--- config.mk ---
export PLATFORM = sky130hd
export DESIGN_NAME = mem_arbiter
export DESIGN_NICKNAME = d
export VERILOG_FILES = /design/src/rtl/cpu_types_pkg.sv /design/src/rtl/mem_arbiter.sv
export SDC_FILE = /design/constraint.sdc
export NUM_CORES = 1
export LEC_CHECK = 0
export BUFFER_PORTS_ARGS = -buffer_cell sky130_fd_sc_hd__clkbuf_2
export CORE_AREA = 2 2 104 106
export CTS_BUF_LIST = sky130_fd_sc_hd__clkbuf_4 sky130_fd_sc_hd__clkbuf_8 sky130_fd_sc_hd__clkbuf_16
export DETAILED_ROUTE_END_ITERATION = 8
export DIE_AREA = 0 0 106 108
export SLEW_MARGIN = 20
export SYNTH_ARGS = -nofsm -noshare
export SYNTH_HDL_FRONTEND = slang
export SYNTH_SLANG_ARGS = --single-unit
export TNS_END_PERCENT = 1
--- constraint.sdc ---
create_clock -name CLK -period 2.7 [get_ports CLK]
set_input_delay 0 -clock CLK [delete_from_list [all_inputs] [get_ports CLK]]
set_output_delay 0 -clock CLK [all_outputs]
set_load 0.02 [all_outputs]
--- src/rtl/cpu_types_pkg.sv ---
// cpu_types_pkg: shared bus, RAM handshake and arbiter state types
package cpu_types_pkg;
  typedef logic [31:0] word_t;
  typedef enum logic [1:0] {FREE, BUSY, ACCESS, ERROR} ramstate_t;
  typedef enum logic [1:0] {IDLE, IFETCH, DLOAD, DSTORE} arb_state_t;
endpackage

--- src/rtl/mem_arbiter.sv ---
// mem_arbiter: grants the single RAM port to icache or dcache (D priority, I anti-starvation); ports: CLK/RST, icache iREN/iaddr/iwait/iload, dcache dREN/dWEN/daddr/dstore/dwait/dload, RAM ramREN/ramWEN/ramaddr/ramstore/ramload/ramstate
module mem_arbiter
  import cpu_types_pkg::*;
#(
  parameter int MAX_DSTREAK = 4
) (
  input  logic        CLK,
  input  logic        RST,
  input  logic        iREN,
  input  logic [31:0] iaddr,
  output logic        iwait,
  output logic [31:0] iload,
  input  logic        dREN,
  input  logic        dWEN,
  input  logic [31:0] daddr,
  input  logic [31:0] dstore,
  output logic        dwait,
  output logic [31:0] dload,
  output logic        ramREN,
  output logic        ramWEN,
  output logic [31:0] ramaddr,
  output logic [31:0] ramstore,
  input  logic [31:0] ramload,
  input  logic [1:0]  ramstate
);
  localparam logic [3:0] MAX_S = 4'(MAX_DSTREAK);
  arb_state_t state_q, state_d;
  logic [3:0] dstreak_q, dstreak_d;
  logic acc;
  assign acc = ramstate_t'(ramstate) == ACCESS;
  always_comb begin
    state_d   = state_q;
    dstreak_d = dstreak_q;
    ramREN    = 1'b0;
    ramWEN    = 1'b0;
    ramaddr   = '0;
    ramstore  = '0;
    iwait     = 1'b1;
    dwait     = 1'b1;
    iload     = '0;
    dload     = '0;
    case (state_q)
      IDLE: state_d = (iREN && dstreak_q == MAX_S) ? IFETCH :
                      dWEN ? DSTORE : dREN ? DLOAD : iREN ? IFETCH : IDLE;
      IFETCH: begin
        ramREN  = 1'b1;
        ramaddr = iaddr;
        iwait   = !acc;
        iload   = acc ? ramload : '0;
        state_d = acc ? IDLE : IFETCH;
        dstreak_d = acc ? '0 : dstreak_q;
      end
      DLOAD, DSTORE: begin
        ramREN   = state_q == DLOAD;
        ramWEN   = state_q == DSTORE;
        ramaddr  = daddr;
        ramstore = state_q == DSTORE ? dstore : '0;
        dwait    = !acc;
        dload    = (acc && state_q == DLOAD) ? ramload : '0;
        state_d  = acc ? IDLE : state_q;
        // streak only counts D grants that an I request actually waited behind
        dstreak_d = !acc ? dstreak_q : !iREN ? '0 :
                    dstreak_q == MAX_S ? dstreak_q : dstreak_q + 4'd1;
      end
    endcase
  end
  always_ff @(posedge CLK) begin
    if (RST) begin
      state_q   <= IDLE;
      dstreak_q <= '0;
    end else begin
      state_q   <= state_d;
      dstreak_q <= dstreak_d;
    end
  end
endmodule

Yosys cells after proc, flatten, opt, wreduce, memory -nomap -nowiden:

Index checks and enable logic that the tools add are counted.

* add/sub/neg operators: 1
* multiply operators: 0
* div/mod/pow operators: 0
* $lt $le $gt $ge: 0
* eq/ne operators: 8
* shift-type cells: 0
* multiplexer cells: 23
* bitwise gates (word level): 0
* reductions and logical operators: 7

Operators by type and width (count)
* 2-to-1 mux 32 bit: 6
* one-hot mux 32 bit (2 select lines): 1
* 2-to-1 mux 4 bit: 4
* 2-to-1 mux 2 bit: 4
* one-hot mux 4 bit (2 select lines): 1
* equality test 2 bit (second input constant): 3
* one-hot mux 2 bit (3 select lines): 1
* 2-to-1 mux 1 bit: 5
* adder 4 x 1 -> 4 bit (second input constant): 1
* equality test 4 x 3 -> 1 bit (second input constant): 1
* inequality test 2 bit (second input constant): 2
* AND reduction 4 bit: 1
* inequality test 3 bit (second input constant): 1
* equality test 2 x 1 -> 1 bit (second input constant): 1
* logical AND 1 bit: 2
* zero test 2 bit: 1
* one-hot mux 1 bit (2 select lines): 1
* nonzero test 2 bit: 1
* OR reduction 2 bit: 1
* zero test 1 bit: 1

* register bits: 6
* latch bits: 0
* bits in writable memories: 0
* memory bits (read-only): 0
* input bits: 135
* output and inout bits: 132
* memories: 0

Longest topological paths before layout:

Gate-level depths: netlist of run 1.

* depth after elaboration: 5
* depth in mapped cells: 9

Worst setup path before layout of run 1:

OpenSTA, ideal clock, no wires.

* path type: register -> register
* start: register state_q[1]
* end: register dstreak_q[3]
* setup time: 0.069 ns
* arrival time: 2.139 ns
* slack: 0.492 ns
* stages on the path, launching flop included: 10
* buffers on the path: 3
* clock period less this slack: 2.208 ns
* path through: dfxtp_1 clkbuf_1 clkbuf_1 inv_1 ha_1 buf_6 nor3b_4 nand4_1 or4_1 o21ai_1

* cells in the longest elaborated chain, start to end: 4

RTL lines
* start, declared: RTL line mem_arbiter.sv:27 `arb_state_t state_q, state_d;`
* start signal, assigned: RTL line mem_arbiter.sv:72 `state_q <= state_d;`
* equality test 2 bit: RTL line mem_arbiter.sv:42 `case (state_q)`
* OR reduction 2 bit: RTL line mem_arbiter.sv:42
* inequality test 3 bit (no line) (tied with other cells)
* AND reduction 4 bit (no line)
* end signal, assigned: RTL line mem_arbiter.sv:73 `dstreak_q <= dstreak_d;`
* end, declared: RTL line mem_arbiter.sv:28 `logic [3:0] dstreak_q, dstreak_d;`

Parallel ways exist; a longest one is shown, timed or not.
A chain may end at the register's enable or synchronous reset.

Worst setup path in the final report of run 1:

Same ends and word-level chain as after synthesis.

==> metrics.md, run 1 <==
| Metric | Value |
|---|---|
| Syn_nets | `389` |
| Die Span Y | `108 um` |
| Die area | `0.0114 sq mm` |
| Critical-path maximum fanout | `22` |
| Max-slew violations | `0` |
| Routability-driven placement congestion ratio | `0.711` |
| Rel. slew slack | `32.6%` |
| Clk_lat worst skew | `0.23 ns` |
| Global-route wire length before repair | `11.9 mm` |
| ANT cells | `0` |
| Max clock buf depth | `2` |
| # IOs | `267` |
| DRC | `0` |
| Port Buf Inserts | `266` |
| Initial antenna violation count | `0` |
| Leading area contributor after synthesis | `and3_1` |
| Total GRT Usage | `12.7%` |
| Synthesized flop and latch total | `6` |
| Row count | `37` |
| Worst path slowest cell | `dfxtp_1` |
| Post-detail-place hpwl | `6.86 mm` |
| Clock root cell | `clkbuf_8` |
| Final hold violation count | `0` |
| WP buf/inv | `0` |
| EDFF count, synth | `0` |
| Post-CTS Setup Inserts | `0` |
| PostCTS Resize Cnt | `0` |
| Arrival @ worst endpoint | `2.30 ns` |
| Power density over cell area | `434 mW/mm^2` |
| Min-delay worst type | `primary input to flip-flop` |
| Async S/R FF share, synth | `0%` |
| Required @ worst endpoint | `2.86 ns` |
| Setup violators final | `0` |
| Worst-path cell chain | `ha_1 > or2_2 > nand4_1 > or4_1 > o21ai_1` |
| Design Power | `0.00132 W` |
| Routed vias | `2,787` |
| Sink Count | `6` |
| Vias in the first global route | `2,494` |
| Crit end category | `flip-flop` |
| Routed WL | `8.21 mm` |
| Grt ovf | `0` |
| Placed cell areas | `0.00299 sq mm` |
| Finished Cell Area | `0.00303 sq mm` |
| Setup TNS | `0 ns` |
| Fin nets | `636` |
| Layout cells sized above 1 | `56.7%` |
| Worst setup path class | `flip-flop to flip-flop` |
| CP Launch Type | `flip-flop` |
| Crit share post-route | `79.4%` |
| Worst-Margin Slew | `1.01 ns` |
| Leak pwr | `1.97 nW` |
| Synth Instances | `247` |
| DRT Pass-1 Iters | `4` |
| Sequential-to-total area share from yosys stat | `7.69%` |
| Most used DFF post-synth | `dfxtp_1` |
| Top post-synthesis cells by area | `and3_1, a22oi_1, and2_1, nor2_1, dfxtp_1` |
| Largest net degree at the start of global routing | `67` |
| CTS tree | `yes` |
| Number of DRC markers in iteration 0 | `111` |
| Min Tclk post-route | `2.14 ns` |
| Synth Warn # | `0` |
| Fmax | `0.466 GHz` |
| Clock transition at path regs | `0.04 ns` |
| Status | `finished, final reports clean` |
| Distinct cells, synth | `34` |
| Total CTS buffers | `3` |
| Cell area after synthesis | `0.00156 sq mm` |
| Max IR drop VDD | `0.224 mV` |
| Area growth, synth to finish | `94.2%` |
| ANT nets after route | `0` |
| Total of max-cap violations | `0` |
| CORE AREA | `0.0102 sq mm` |
| Routed vias/inst | `4.44` |
| Avg Inst Size Synth | `6.32 sq um` |
| Clock Skews | `0.00254 ns` |
| Die W | `106 um` |
| H-tree Lvls | `1` |
| Initial Util | `15.3%` |
| Worst path max stage delay | `0.56 ns` |
| Avg WL per Cell | `13.1 um` |
| Yosys top cell area share | `25.6%` |
| Hold buffers post-CTS | `0` |
| RSZ-0062 raised after global routing | `no` |
| Crit path max-delay family | `simple AND/OR/NAND/NOR gates` |
[path summary, 6_finish.rpt]
path / from / end / slack, ns / depth (start not counted)
setup / recovery: state_q[1]$_SDFFE_PP0P_ / dstreak_q[3]$_SDFFE_PP0P_ / 0.56 / 5
hold reg to reg: dstreak_q[3]$_SDFFE_PP0P_ / dstreak_q[3]$_SDFFE_PP0P_ / 0.48 / 2
hold / removal: RST / state_q[1]$_SDFFE_PP0P_ / 0.05 / 2
setup reg to reg: state_q[1]$_SDFFE_PP0P_ / dstreak_q[3]$_SDFFE_PP0P_ / 0.56 / 5
[Yosys cell counts (2+ instances only)]
cell,instances
inv_1,5
nand2_1,4
buf_1,3
ha_1,7
buf_2,2
nand3_1,3
a22oi_1,32
nor2b_1,2
dfxtp_1,6
a21oi_1,2
nand2b_1,2
clkbuf_1,23
and2_1,32
nand3b_1,2
nor2_1,36
a21boi_0,2
o21ai_0,4
and3_1,64
[layer usage]
metal  GRT usage, %  routed length, um  vias up
li1               -                  -     1367
met2           23.2               4080      186
met3           1.81                778        8
met1           15.1               3230     1226
met5              0                  0        -
met4           4.61                112        0
[report_power, final]
group	internal (W)	switching, W
logic	0.000370	0.000691
registers	0.0000982	0.0000203
clock network	0.0000960	0.0000409
[metrics by stage]
step / utilization [%] / cells / worst slack [ns] / hold slack (ns)
after floorplan: - / 247 / 0.492 / 0.169
after global placement: 29.2 / 625 / 0.688 / 0.288
after detailed placement: 29.2 / 625 / 0.586 / 0.289
after CTS: 29.6 / 628 / 0.578 / 0.0531
after global routing: 29.6 / 628 / 0.369 / 0.0687
final: 29.6 / 628 / 0.556 / 0.0543
[cell type report]
class	count	area [sq um]
Inverter	5	18.8
Sequential cell	6	120
Timing Repair Buffer	271	1370
Clock buffer	3	41.3
Multi-Input combinational cell	207	1310
Fill cell	1165	7200
Tap cell	136	170
[flip-flops by register name, indices dropped and copies added (netlist names)]
register,cells
dstreak_q,4
state_q,2
[layout by cell type (no fill, tap or decap), types with 2 or more instances in the layout]
cell      instances
clkbuf_2        266
and3_1           64
nor2_1           36
a22oi_1          32
and2_1           32
ha_1              6
dfxtp_1           6
inv_1             5
buf_4             5
nand2_1           4
o21ai_0           4
nand3_1           3
clkbuf_8          3
nand3b_1          2
a21boi_0          2
nand2b_1          2
a21oi_1           2
[worst register-to-register path, delay by kind of cell (launching register included)]
family          cells  cell delay [ns]
fa+ha+maj           1             0.34
simple gates        3             1.11
flops               1             0.56
compound gates      1             0.08
[cells by family after synthesis]
group	count (synthesis)	synth area share (%)
compound gates	46	20.9
fa+ha+maj	7	5.61
buf+inv	34	8.81
flops	6	7.69
mux	1	0.641
simple gates	153	56.3
Power figures use the tool's default switching activity.
==> run 2, diff against run 1 <==
- clock period: 2.7 -> 2.03 ns (I/O delays scaled with it)
==> metrics.md, run 2 (synthesized netlist as in run 1, its figures left out) <==
| Metric | Value |
|---|---|
| Status | `finished, final reports clean` |
| Port Buf Inserts | `266 (unchanged)` |
| Hold buffers post-CTS | `0 (unchanged)` |
| Final hold violation count | `0 (unchanged)` |
| Rel. slew slack | `70.2% (+38 points)` |
| Arrival @ worst endpoint | `1.85 ns (-0.45 ns)` |
| Clock root cell | `clkbuf_8` |
| Layout cells sized above 1 | `57.1% (+0.38 points)` |
| Fillers | `1,108 (-4.9%)` |
| Total CTS buffers | `3 (unchanged)` |
| Pre-CTS setup slack | `0.264 ns (-0.322 ns)` |
| Row count | `37 (unchanged)` |
| PostCTS Resize Cnt | `0 (unchanged)` |
| Required @ worst endpoint | `2.03 ns (-0.83 ns)` |
| Max-slew violations | `0 (unchanged)` |
| Leak pwr | `1.98 nW (+0.58%)` |
| Avg WL per Cell | `13.2 um (+0.84%)` |
| Routed vias/inst | `4.41 (-0.53%)` |
| Die area | `0.0114 sq mm (unchanged)` |
| Max clock buf depth | `2 (unchanged)` |
| Clk_lat worst skew | `0.23 ns (about the same)` |
| Total GRT Usage | `13.0% (+0.33 points)` |
| Largest reg by FF count | `dstreak_q` |
| # IOs | `267 (unchanged)` |
| Fin nets | `638 (+0.31%)` |
| Critical-path maximum fanout | `20 (-9.1%)` |
| Routability-driven placement congestion ratio | `0.750 (+5.5%)` |
| ANT cells | `0 (unchanged)` |
| Routed WL | `8.30 mm (+1.2%)` |
| ANT nets after route | `0 (unchanged)` |
| Worst setup path class | `flip-flop to output port` |
| Most frequent cells in the layout | `clkbuf_2, and3_1, nor2_1, a22oi_1, and2_1` |
| Crit end category | `output port` |
| Die W | `106 um (unchanged)` |
| Max FFs per register | `4 (unchanged)` |
| Area growth, synth to finish | `95.5%` |
| Grt ovf | `0 (unchanged)` |
| Setup TNS | `0 ns (unchanged)` |
| Min Tclk post-route | `1.85 ns` |
| Sink Count | `6 (unchanged)` |
| Post-detail-place hpwl | `6.87 mm (+0.19%)` |
| Clock Skews | `0.00160 ns (-0.000942 ns)` |
| Total of max-cap violations | `0 (unchanged)` |
| Die Span Y | `108 um (unchanged)` |
| CP Launch Type | `flip-flop` |
| Final WS setup | `0.183 ns (-0.373 ns)` |
| Post-CTS Setup Inserts | `0 (unchanged)` |
| Min-delay worst type | `primary input to flip-flop` |
| DRC | `0 (unchanged)` |
| CORE AREA | `0.0102 sq mm (unchanged)` |
| Global-route wire length before repair | `12.1 mm (+1.6%)` |
| Vias in the first global route | `2,575 (+3.2%)` |
| Setup violators final | `0 (unchanged)` |
| Clock transition at path regs | `0.04 ns (about the same)` |
| Power density over cell area | `585 mW/mm^2 (+35%)` |
| Max IR drop VDD | `0.313 mV (+40%)` |
| Commonest non-fill, non-tap cell in the layout | `clkbuf_2` |
| Biggest regs | `dstreak_q x4, state_q x2` |
| Worst-Margin Slew | `0.448 ns (-0.561 ns)` |
| Largest net degree at the start of global routing | `67 (unchanged)` |
| Number of DRC markers in iteration 0 | `210 (+89%)` |
| DRT Pass-1 Iters | `4 (unchanged)` |
| RSZ-0062 raised after global routing | `no` |
| H-tree Lvls | `1 (unchanged)` |
| Initial Util | `15.3% (unchanged)` |
| Routed vias | `2,781 (-0.22%)` |
| Crit share post-route | `91.0%` |
| Fmax | `0.541 GHz` |
| Initial antenna violation count | `0 (unchanged)` |
| CTS tree | `yes` |
## run 2: metrics by stage
stage	hold slack, ns	instance area, sq um	total power [W]	std cells	util (%)
floorplan	0.169	1560	0.00110	247	-
global placement	0.293	3010	0.00157	627	29.4
detailed placement	0.299	3010	0.00160	627	29.4
CTS	0.0541	3050	0.00180	630	29.8
global route	0.0793	3050	0.00194	630	29.8
finish	0.0646	3050	0.00178	630	29.8
## run 2: critical path: stages (launching register included)
cell      delay, ns
dfxtp_2        0.36
inv_1          0.07
ha_1           0.24
or2_2          0.33
buf_4          0.21
a22oi_1        0.16
nor2_1         0.06
clkbuf_2       0.17
## run 2: final timing paths
path / to / from / slack, ns / depth (start not counted)
max reg2reg: dstreak_q[3]$_SDFFE_PP0P_ / state_q[1]$_SDFFE_PP0P_ / 0.30 / 6
min reg2reg: dstreak_q[1]$_SDFFE_PP0P_ / dstreak_q[1]$_SDFFE_PP0P_ / 0.49 / 2
min: state_q[0]$_SDFFE_PP0P_ / RST / 0.06 / 2
max: ramaddr[16] / state_q[0]$_SDFFE_PP0P_ / 0.18 / 7
## run 2: layer usage
layer,vias up,share of wire (%),global-route usage [%],wire [um]
li1,1372,-,-,-
met1,1224,39,14.9,3280
met2,177,50,24.3,4140
met3,8,8.8,2.05,732
met4,0,1.9,5.17,155
met5,-,0,0,0
## run 2: layout make-up
| type | count | area, sq um | area share [%] |
|---|---|---|---|
| tap | 136 | 170 | 5.57 |
| multi-input combinational | 207 | 1310 | 43.0 |
| inverter | 5 | 18.8 | 0.615 |
| clock buffer | 3 | 41.3 | 1.35 |
| timing repair buffer | 273 | 1390 | 45.5 |
| sequential | 6 | 121 | 3.98 |
## run 2: power by group
part           switching [W]  total (W)  internal, W  leakage (nW)
clock network      0.0000617   0.000190     0.000128        0.0216
registers          0.0000169   0.000149     0.000132        0.0491
logic               0.000940    0.00145     0.000505          1.91
